[src/rtl/fetch_refill_controller.sv]
// I-cache miss refill sequencer: stalls the PC on a miss and burst-refills one line via req/ack.
// Optional MISS_STATS_EN macro adds saturating miss_count_o / stall_cycles_o counters.
module fetch_refill_controller #(
    parameter int unsigned BLOCK_WORDS = 4,
    parameter int unsigned OFF_BITS    = 2
) (
    input  logic        clock_i,
    input  logic        reset_i,
    input  logic [31:0] pc_i,
    input  logic        tag_hit_i,
    input  logic        mem_ack_i,
    input  logic [31:0] mem_rdata_i,
    output logic        pc_en_o,
    output logic        mem_req_o,
    output logic [31:0] mem_addr_o,
    output logic        cache_we_o,
    output logic [31:0] cache_waddr_o,
    output logic [31:0] cache_wdata_o,
    output logic        line_valid_o,
`ifdef MISS_STATS_EN
    output logic [31:0] miss_count_o,
    output logic [31:0] stall_cycles_o,
`endif
    output logic        refill_busy_o
);

    localparam int unsigned CNT_W     = (BLOCK_WORDS > 1) ? $clog2(BLOCK_WORDS) : 1;
    localparam int unsigned LINE_BITS = CNT_W + OFF_BITS;
    localparam logic [31:0] LINE_MASK = (32'd1 << LINE_BITS) - 32'd1;
    localparam logic [CNT_W-1:0] LAST_WORD = CNT_W'(BLOCK_WORDS - 1);

    typedef enum logic [1:0] {
        ST_IDLE,
        ST_FILL,
        ST_DONE
    } state_t;

    state_t           state_q, state_d;
    logic [CNT_W-1:0] cnt_q, cnt_d;
    logic [31:0]      base_q, base_d;

    always_ff @(posedge clock_i or posedge reset_i) begin
        if (reset_i) begin
            state_q <= ST_IDLE;
            cnt_q   <= '0;
            base_q  <= '0;
        end else begin
            state_q <= state_d;
            cnt_q   <= cnt_d;
            base_q  <= base_d;
        end
    end

    always_comb begin
        state_d       = state_q;
        cnt_d         = cnt_q;
        base_d        = base_q;
        pc_en_o       = 1'b0;
        mem_req_o     = 1'b0;
        mem_addr_o    = '0;
        cache_we_o    = 1'b0;
        cache_waddr_o = '0;
        line_valid_o  = 1'b0;
        refill_busy_o = (state_q != ST_IDLE);
        cache_wdata_o = mem_rdata_i;

        case (state_q)
            ST_IDLE: begin
                // reset gates pc_en directly so the PC never advances while reset is asserted
                pc_en_o = tag_hit_i & ~reset_i;
                if (!tag_hit_i) begin
                    state_d = ST_FILL;
                    base_d  = pc_i & ~LINE_MASK;
                    cnt_d   = '0;
                end
            end
            ST_FILL: begin
                mem_req_o  = 1'b1;
                mem_addr_o = base_q + (32'(cnt_q) << OFF_BITS);
                if (mem_ack_i) begin
                    cache_we_o    = 1'b1;
                    cache_waddr_o = mem_addr_o;
                    if (cnt_q == LAST_WORD) begin
                        state_d = ST_DONE;
                        cnt_d   = '0;
                    end else begin
                        cnt_d = cnt_q + CNT_W'(1);
                    end
                end
            end
            ST_DONE: begin
                line_valid_o = 1'b1;
                state_d      = ST_IDLE;
            end
            default: begin
                state_d = ST_IDLE;
                cnt_d   = '0;
            end
        endcase
    end

`ifdef MISS_STATS_EN
    logic [31:0] miss_count_q, miss_count_d;
    logic [31:0] stall_cycles_q, stall_cycles_d;

    always_ff @(posedge clock_i or posedge reset_i) begin
        if (reset_i) begin
            miss_count_q   <= '0;
            stall_cycles_q <= '0;
        end else begin
            miss_count_q   <= miss_count_d;
            stall_cycles_q <= stall_cycles_d;
        end
    end

    always_comb begin
        miss_count_d   = miss_count_q;
        stall_cycles_d = stall_cycles_q;
        if ((state_q == ST_IDLE) && !tag_hit_i && (miss_count_q != '1))
            miss_count_d = miss_count_q + 32'd1;
        if (refill_busy_o && (stall_cycles_q != '1))
            stall_cycles_d = stall_cycles_q + 32'd1;
    end

    assign miss_count_o   = miss_count_q;
    assign stall_cycles_o = stall_cycles_q;
`endif

endmodule
[config.mk]
export PLATFORM = sky130hd
export DESIGN_NAME = fetch_refill_controller
export DESIGN_NICKNAME = d
export VERILOG_FILES = /design/src/rtl/fetch_refill_controller.sv
export SDC_FILE = /design/constraint.sdc
export NUM_CORES = 1
export LEC_CHECK = 0
export BUFFER_PORTS_ARGS = -buffer_cell sky130_fd_sc_hd__buf_4
export CORE_MARGIN = 2
export CORE_UTILIZATION = 39
export CTS_CLUSTER_DIAMETER = 100
export DETAILED_ROUTE_END_ITERATION = 8
export PLACE_DENSITY = 0.78
export SETUP_SLACK_MARGIN = 0.2
export SLEW_MARGIN = 30
export SYNTH_ARGS = -nofsm -noshare
export SYNTH_HDL_FRONTEND = slang
export SYNTH_SLANG_ARGS = --single-unit
[constraint.sdc]
create_clock -name clock_i -period 1.7 [get_ports clock_i]
set_input_delay 0.34 -clock clock_i [delete_from_list [all_inputs] [get_ports clock_i]]
set_output_delay 0.34 -clock clock_i [all_outputs]
set_load 0.05 [all_outputs]
==> results of run 1 <==
-- registers in the layout, summed over array words and instances, names as in the netlist --
name / cells
cnt_q: 2
base_q: 28
state_q: 2
-- kinds of logic (layout without fill, tap and decap cells) --
family,after synthesis,count (layout)
AOI/OAI and AO/OA,6,6
adders and majority gates,1,1
buffers and inverters,50,126
DFF,32,32
muxes,29,29
other,1,4
and+or+nand+nor,72,72
-- layer usage --
layer | global-route usage | wire, µm
met1 | 0.253 | 2380
met2 | 0.352 | 3160
met3 | 0.0588 | 370
met4 | 0.0625 | 90
met5 | 0 | 0
-- stage by stage --
stage                     std cells  instance area [µm²]  TNS (ps)  setup WS [ps]
final                           340                 3780     -8080           -149
after global routing            340                 3780    -11430           -194
after CTS                       340                 3710     -7240           -135
after detailed placement        317                 2860         0            104
after global placement          317                 2860         0            121
after floorplan                 194                 2360         0           68.5
-- final cells by class --
type / instances / area [µm²]
repair buffers: 117 / 1560
fillers: 373 / 1360
multi-input cells: 112 / 1190
flip-flops and latches: 32 / 802
clock buffers: 7 / 96.3
well taps: 70 / 87.6
clock inverters: 1 / 30.0
inverters: 1 / 3.75
-- worst max-delay path: cells and delay by family, from the launching register on --
family	cells	cell delay (ps)
flops	1	400
simple gates	2	310
buf+inv	4	520
-- timing repair --
item,4_1_cts,5_1_grt
buffers inserted,10,0
setup endpoints to repair,88,93
pin swaps,20,4
gates cloned,5,0
resized for setup,131,18
-- layout by cell type, fill, tap and decap left out, types with 4 or more instances in the layout --
| cell type | netlist | routed |
|---|---|---|
| and2_4 | 0 | 31 |
| and3_4 | 0 | 27 |
| buf_12 | 2 | 8 |
| buf_16 | 0 | 5 |
| buf_4 | 36 | 35 |
| buf_6 | 0 | 9 |
| buf_8 | 0 | 60 |
| clkbuf_8 | 0 | 7 |
| conb_1 | 1 | 4 |
| dfrtp_1 | 32 | 31 |
| mux2_4 | 20 | 27 |
| o21ai_0 | 4 | 4 |
-- worst max path at each step --
stage                           start           endpoint  cells past startpoint
6_report       state_q[0]$_DFFE_PP0P_     mem_addr_o[15]                      6
3_5_place_dp   state_q[1]$_DFFE_PP0P_  cache_waddr_o[20]                      4
3_3_place_gp   state_q[1]$_DFFE_PP0P_  cache_waddr_o[14]                      4
5_1_grt        state_q[0]$_DFFE_PP0P_     mem_addr_o[30]                      6
2_1_floorplan  state_q[0]$_DFFE_PP0P_            pc_en_o                      2
4_1_cts        state_q[1]$_DFFE_PP0P_     mem_addr_o[15]                      6
==> report_table.html, run 1 <==
<table>
<tr><th>Metric</th><th>Value</th></tr>
<tr><th colspan="2">Outcome</th></tr>
<tr><td>Status</td><td>finished with violations</td></tr>
<tr><td>Violations in the final reports</td><td>negative setup slack</td></tr>
<tr><th colspan="2">Clock network</th></tr>
<tr><td>Number of sinks on the clock net</td><td>32</td></tr>
<tr><td>CTS tree</td><td>done</td></tr>
<tr><td>Number of buffers added by the clock tree synthesis step</td><td>5</td></tr>
<tr><td>Maximum buffer depth of the clock tree</td><td>2</td></tr>
<tr><td>Number of buffers inserted by hold repair at cts</td><td>0</td></tr>
<tr><td>Clock tree root buffer cell</td><td>clkbuf_8</td></tr>
<tr><td>Later-pin clock latency in the skew report</td><td>about 280 ps</td></tr>
<tr><td>Clock-pin slew on the worst setup and hold paths</td><td>70 ps</td></tr>
<tr><td>Clock H-tree levels</td><td>2</td></tr>
<tr><th colspan="2">Timing</th></tr>
<tr><td>Min setup slack post-route</td><td>-149 ps</td></tr>
<tr><td>FMAX</td><td>541 MHz</td></tr>
<tr><td>Final count of hold timing violations</td><td>0</td></tr>
<tr><td>Post-route clock period utilization</td><td>1.09</td></tr>
<tr><td>Smallest hold slack</td><td>~170 ps</td></tr>
<tr><td>Final Slew Violations</td><td>0</td></tr>
<tr><td>Final critical delay including setup and external delays</td><td>approximately 1800 ps</td></tr>
<tr><td>Worst clock skew on the final layout</td><td>approximately 5.4 ps</td></tr>
<tr><td>Setup repair after global routing missed its margin</td><td>true</td></tr>
<tr><td>Setup-failing EPs final</td><td>91</td></tr>
<tr><th colspan="2">Worst setup path</th></tr>
<tr><td>Sort of element at the start of the critical path</td><td>flop</td></tr>
<tr><td>Number of cells traversed by the worst register-to-register path</td><td>7</td></tr>
<tr><td>Cell with the most instances on the worst path</td><td>buf_12</td></tr>
<tr><td>Max FO, Critical Path</td><td>9</td></tr>
<tr><td>Worst path cell trace</td><td>nor2b_4 -&gt; buf_12 -&gt; buf_12 -&gt; buf_16 -&gt; and2_4 -&gt; buf_8</td></tr>
<tr><td>Critical path type</td><td>reg -&gt; out</td></tr>
<tr><td>Library cell contributing the largest single delay on the critical path</td><td>dfrtp_1</td></tr>
<tr><td>Data arrival time of the worst path</td><td>1510 ps</td></tr>
<tr><td>Worst r2r src</td><td>state_q[1]$_DFFE_PP0P_</td></tr>
<tr><td>Critical register-to-register path endpoint</td><td>base_q[13]$_DFFE_PP0P_</td></tr>
<tr><td>Reg2Reg Setup Slack</td><td>-70 ps</td></tr>
<tr><td>Crit end category</td><td>output pin</td></tr>
<tr><td>Stage delay of the slowest cell on the critical path</td><td>400 ps</td></tr>
<tr><td>CP required</td><td>1360 ps</td></tr>
<tr><th colspan="2">Global route</th></tr>
<tr><td>Pin count of the biggest net entering global routing</td><td>37</td></tr>
<tr><td>Total global routing overflow</td><td>0</td></tr>
<tr><td>Global-route wire length before repair</td><td>between 9000 and 10,000 µm</td></tr>
<tr><td>Vias in the first global route</td><td>roughly 1,800</td></tr>
<tr><td>GRT Total Usage</td><td>0.206</td></tr>
<tr><td>Number of antenna violations at the first check in global routing</td><td>0</td></tr>
<tr><th colspan="2">Drt</th></tr>
<tr><td>Routed wire length</td><td>about 6000 µm</td></tr>
<tr><td>Remaining design rule violation count</td><td>0</td></tr>
<tr><td>Via-per-instance ratio</td><td>4.90</td></tr>
<tr><td>Vias</td><td>1,666</td></tr>
<tr><td>First-pass DRT Iterations</td><td>4</td></tr>
<tr><td>Avg WL per Cell</td><td>17.6 µm</td></tr>
<tr><td>Antenna-violating nets left</td><td>0</td></tr>
<tr><td>Iter 0 DRT Violations</td><td>52</td></tr>
<tr><th colspan="2">Yosys</th></tr>
<tr><td>Part of the Yosys area used for sequential elements</td><td>0.384</td></tr>
<tr><td>Async set-reset flop share out of synthesis</td><td>1.00</td></tr>
<tr><td>Cells after synthesis</td><td>191</td></tr>
<tr><td>Main combinational cell family by area after synthesis</td><td>simple AND/OR/NAND/NOR gates</td></tr>
<tr><td>Mux cell area share after synthesis</td><td>0.193</td></tr>
<tr><td>Number of register bits inferred by synthesis</td><td>32</td></tr>
<tr><td>Mapped cell area</td><td>approximately 2100 µm²</td></tr>
<tr><td>Number of unique standard cell types used by synthesis</td><td>24</td></tr>
<tr><td>Yosys warning count</td><td>0</td></tr>
<tr><td>Number of enable-type register cells in the synthesized netlist</td><td>0</td></tr>
<tr><td>Area leader, netlist</td><td>dfrtp_1</td></tr>
<tr><td>Xor/xnor share of the synthesized area</td><td>0</td></tr>
<tr><td>Area share of and/or/nand/nor cells after synthesis</td><td>0.223</td></tr>
<tr><td>Fraction of the mapped netlist area in compound gates</td><td>0.0192</td></tr>
<tr><td>List of most frequent post-synthesis cells</td><td>36 x buf_4, 32 x dfrtp_1, 31 x and2_1, 31 x and3_1, 20 x mux2_4</td></tr>
<tr><td>Post-synth top flop</td><td>dfrtp_1</td></tr>
<tr><td>Top cells by area in the synthesized netlist</td><td>dfrtp_1 38%, mux2_4 14%, buf_4 13%</td></tr>
<tr><td>Post-synthesis share of cell area spent on full adders, half adders and majority gates</td><td>0.00601</td></tr>
<tr><td>Syn_area_per_cell</td><td>approximately 11 µm²</td></tr>
<tr><td>Cell with the most instances after synthesis</td><td>buf_4</td></tr>
<tr><td>Portion of synthesized cell area occupied by the leading cell type</td><td>0.384</td></tr>
<tr><th colspan="2">Finish</th></tr>
<tr><td>Fin util</td><td>0.735</td></tr>
<tr><td>Inserted Diodes</td><td>0</td></tr>
<tr><td>Share of layout cells above drive strength 1</td><td>0.826</td></tr>
<tr><td>Area growth from synthesis to layout</td><td>81.3%</td></tr>
<tr><td>Net count of the finished layout</td><td>338</td></tr>
<tr><th colspan="2">Floorplanning</th></tr>
<tr><td>Die X</td><td>77.1 µm</td></tr>
<tr><td>I/O pins</td><td>about 170</td></tr>
<tr><td>Die Footprint</td><td>5940 µm²</td></tr>
<tr><td>Floorplan core area</td><td>5140 µm²</td></tr>
<tr><td>Die height</td><td>77.1 µm</td></tr>
<tr><td>Standard-cell rows</td><td>26</td></tr>
<tr><td>Starting density of the core</td><td>0.405</td></tr>
<tr><th colspan="2">Placed design</th></tr>
<tr><td>Port Buffers</td><td>96</td></tr>
<tr><td>Hpwl dp</td><td>3220 µm</td></tr>
<tr><td>Global placer's final weighted congestion</td><td>~0.75</td></tr>
<tr><th colspan="2">Worst hold path</th></tr>
<tr><td>HP Class</td><td>in -&gt; async</td></tr>
<tr><th colspan="2">Run</th></tr>
<tr><td>Max-Cap Viols</td><td>0</td></tr>
</table>
Power of run 1 is not shown: default switching activity piles up to over one toggle a cycle in this logic, so the estimate is an artifact.
==> inputs of run 2 (changes only) <==
BUFFER_PORTS_ARGS = -buffer_cell sky130_fd_sc_hd__buf_2   (was -buffer_cell sky130_fd_sc_hd__buf_4)
CELL_PAD_IN_SITES_DETAIL_PLACEMENT = 1   (was not set)
CELL_PAD_IN_SITES_GLOBAL_PLACEMENT = 1   (was not set)
CORE_UTILIZATION = 27   (was 39)
==> run 2 against run 1 <==
Against the previous run: the flow still finishes with violations (negative setup slack); first-iteration DRC count is 62% lower; worst setup slack better by 20 ps; clock skew fell by 2.1 ps; sequential share of layout area is 1.7 points higher; global-route usage shrank 6.2 points; final area decreased by 7.4%; wire length rose by 3.2%; count of clock-buffer cells in the layout is 1 higher; critical endpoint is now pc_en_o.
==> report_table.html, run 2 (same netlist as run 1, synthesis figures left out) <==
<table>
<tr><th>Metric</th><th>Value</th></tr>
<tr><th colspan="2">Finish</th></tr>
<tr><td>Commonest non-fill, non-tap cell in the layout</td><td>buf_8</td></tr>
<tr><td>Total of fill cells in the finished design</td><td>798 (+110%)</td></tr>
<tr><td>Most flops, register</td><td>base_q</td></tr>
<tr><td>Flip-flop count of the largest register, all copies and words added</td><td>28 (unchanged)</td></tr>
<tr><td>Net count of the finished layout</td><td>331 (-2.1%)</td></tr>
<tr><td>Multi-input gate area</td><td>1170 µm² (-1.7%)</td></tr>
<tr><td>Inserted Diodes</td><td>0 (unchanged)</td></tr>
<tr><td>Largest registers</td><td>base_q (28), cnt_q (2), state_q (2)</td></tr>
<tr><td>Share of layout cells above drive strength 1</td><td>0.814 (-0.0122)</td></tr>
<tr><td>Top library cells by usage in the layout, fill and taps aside</td><td>54 x buf_8, 31 x dfrtp_1, 31 x buf_2, 30 x and2_4, 25 x mux2_4</td></tr>
<tr><td>Area growth from synthesis to layout</td><td>67.9%</td></tr>
<tr><td>Sequential cell area</td><td>802 µm² (unchanged)</td></tr>
<tr><th colspan="2">Drt</th></tr>
<tr><td>First-pass DRT Iterations</td><td>2 (-2)</td></tr>
<tr><td>Avg WL per Cell</td><td>16.9 µm (-3.9%)</td></tr>
<tr><td>Antenna-violating nets left</td><td>0 (unchanged)</td></tr>
<tr><td>Remaining design rule violation count</td><td>0 (unchanged)</td></tr>
<tr><td>Routed wire length</td><td>6190 µm (+3.2%)</td></tr>
<tr><td>Iter 0 DRT Violations</td><td>20 (-62%)</td></tr>
<tr><td>Vias</td><td>1,621 (-2.7%)</td></tr>
<tr><td>Via-per-instance ratio</td><td>4.44 (-9.4%)</td></tr>
<tr><th colspan="2">Clock network</th></tr>
<tr><td>Number of buffers inserted by hold repair at cts</td><td>0 (unchanged)</td></tr>
<tr><td>Later-pin clock latency in the skew report</td><td>280 ps (about the same)</td></tr>
<tr><td>Clock tree root buffer cell</td><td>clkbuf_8</td></tr>
<tr><td>Number of sinks on the clock net</td><td>32 (unchanged)</td></tr>
<tr><td>Number of buffers added by the clock tree synthesis step</td><td>5 (unchanged)</td></tr>
<tr><td>CTS tree</td><td>done</td></tr>
<tr><td>Maximum buffer depth of the clock tree</td><td>2 (unchanged)</td></tr>
<tr><td>Clock H-tree levels</td><td>2 (unchanged)</td></tr>
<tr><td>Clock-pin slew on the worst setup and hold paths</td><td>70 ps (about the same)</td></tr>
<tr><th colspan="2">Placed design</th></tr>
<tr><td>Hpwl dp</td><td>3770 µm (+17%)</td></tr>
<tr><td>Global placer's final weighted congestion</td><td>0.720 (-4.2%)</td></tr>
<tr><td>Pre-CTS setup slack</td><td>59.4 ps (-44.1 ps)</td></tr>
<tr><td>Port Buffers</td><td>96 (unchanged)</td></tr>
<tr><th colspan="2">Worst setup path</th></tr>
<tr><td>Worst path cell trace</td><td>buf_4 -&gt; or2_4 -&gt; nor3b_4 -&gt; buf_6</td></tr>
<tr><td>Critical path type</td><td>reg -&gt; out</td></tr>
<tr><td>Kind of cell with the highest combined delay on the critical path</td><td>simple AND/OR/NAND/NOR gates</td></tr>
<tr><td>Library cell contributing the largest single delay on the critical path</td><td>dfrtp_2</td></tr>
<tr><td>Count of buffer and inverter cells on the critical path</td><td>2 (-2)</td></tr>
<tr><td>CP required</td><td>1360 ps (about the same)</td></tr>
<tr><td>Max FO, Critical Path</td><td>3 (-6)</td></tr>
<tr><td>Data arrival time of the worst path</td><td>1490 ps (-20 ps)</td></tr>
<tr><td>Crit end category</td><td>output pin</td></tr>
<tr><td>Sort of element at the start of the critical path</td><td>flop</td></tr>
<tr><td>Stage delay of the slowest cell on the critical path</td><td>440 ps (+40 ps)</td></tr>
<tr><th colspan="2">Floorplanning</th></tr>
<tr><td>Floorplan core area</td><td>7610 µm² (+48%)</td></tr>
<tr><td>Starting density of the core</td><td>0.274 (-0.131)</td></tr>
<tr><td>Die X</td><td>91.8 µm (+19%)</td></tr>
<tr><td>Standard-cell rows</td><td>32 (+23%)</td></tr>
<tr><td>I/O pins</td><td>169 (unchanged)</td></tr>
<tr><td>Die height</td><td>91.8 µm (+19%)</td></tr>
<tr><td>Die Footprint</td><td>8430 µm² (+42%)</td></tr>
<tr><th colspan="2">Outcome</th></tr>
<tr><td>Status</td><td>finished with violations</td></tr>
<tr><td>Violations in the final reports</td><td>negative setup slack</td></tr>
<tr><th colspan="2">Global route</th></tr>
<tr><td>GRT Total Usage</td><td>0.144 (-0.0623)</td></tr>
<tr><td>Vias in the first global route</td><td>1,760 (-3.3%)</td></tr>
<tr><td>Total global routing overflow</td><td>0 (unchanged)</td></tr>
<tr><td>Global-route wire length before repair</td><td>9440 µm (-2.3%)</td></tr>
<tr><td>Pin count of the biggest net entering global routing</td><td>37 (unchanged)</td></tr>
<tr><td>Number of antenna violations at the first check in global routing</td><td>0 (unchanged)</td></tr>
<tr><th colspan="2">Timing</th></tr>
<tr><td>Final critical delay including setup and external delays</td><td>1830 ps (-20.1 ps)</td></tr>
<tr><td>Worst clock skew on the final layout</td><td>3.28 ps (-2.12 ps)</td></tr>
<tr><td>Min setup slack post-route</td><td>-129 ps (+20.1 ps)</td></tr>
<tr><td>Setup-failing EPs final</td><td>91 (unchanged)</td></tr>
<tr><td>Post-route clock period utilization</td><td>1.08 (-0.0118)</td></tr>
<tr><td>FMAX</td><td>547 MHz (+1.1%)</td></tr>
<tr><td>Final Slew Violations</td><td>0 (unchanged)</td></tr>
<tr><td>Setup repair after global routing missed its margin</td><td>true</td></tr>
<tr><td>Final count of hold timing violations</td><td>0 (unchanged)</td></tr>
<tr><td>Total Neg Setup Slack</td><td>-5850 ps (+2230 ps)</td></tr>
<tr><th colspan="2">Worst hold path</th></tr>
<tr><td>HP Class</td><td>in -&gt; async</td></tr>
<tr><th colspan="2">Run</th></tr>
<tr><td>Max-Cap Viols</td><td>0 (unchanged)</td></tr>
</table>
run 2: worst min-delay path: stages:
cell and delay (ps):
buf_2 120, inv_1 50, buf_4 380
run 2: metal layers:
metal  global-route usage  vias up  routed length [µm]
met5                    0        -                   0
met4               0.0597        0                 108
met3               0.0247       10                 310
met2                0.264       59                3460
met1                0.164      815                2310
li1                     -      737                   -
run 2: path summary, 6_finish.rpt:
check | startpoint | end | slack (ps) | cells after the start
max | state_q[1]$_DFFE_PP0P_ | pc_en_o | -130 | 4
min | reset_i | base_q[27]$_DFFE_PP0P_ | 190 | 3
max reg2reg | state_q[1]$_DFFE_PP0P_ | base_q[23]$_DFFE_PP0P_ | -80 | 6
min reg2reg | base_q[13]$_DFFE_PP0P_ | base_q[13]$_DFFE_PP0P_ | 530 | 1
max in group asynchronous | reset_i | state_q[1]$_DFFE_PP0P_ | 1190 | 3
min in group clock_i | pc_i[22] | base_q[22]$_DFFE_PP0P_ | 280 | 2
run 2: area by class of cell:
| type | count | area share |
|---|---|---|
| flip-flops and latches | 32 | 0.229 |
| inverters | 1 | 0.00107 |
| multi-input cells | 112 | 0.336 |
| repair buffers | 110 | 0.371 |
| well taps | 102 | 0.0365 |
| clock buffers | 8 | 0.0258 |
run 2: timing repair:
action | CTS | global route
pin swaps | 21 | 21
cloned | 1 | 1
resized for setup | 186 | 6
setup buffers | 4 | 0
setup endpoints to repair | 73 | 93
run 2: per-stage QoR:
| step | std cells | hold WS (ps) | area (µm²) | util |
|---|---|---|---|---|
| 5_1_grt | 365 | 240 | 3500 | 0.460 |
| 3_5_place_dp | 351 | 499 | 2690 | 0.354 |
| 6_report | 365 | 186 | 3500 | 0.460 |
| 4_1_cts | 364 | 195 | 3450 | 0.453 |
| 2_1_floorplan | 194 | 456 | 2360 | - |
| 3_3_place_gp | 351 | 498 | 2690 | 0.354 |
Power of run 2 is left out for the same reason.
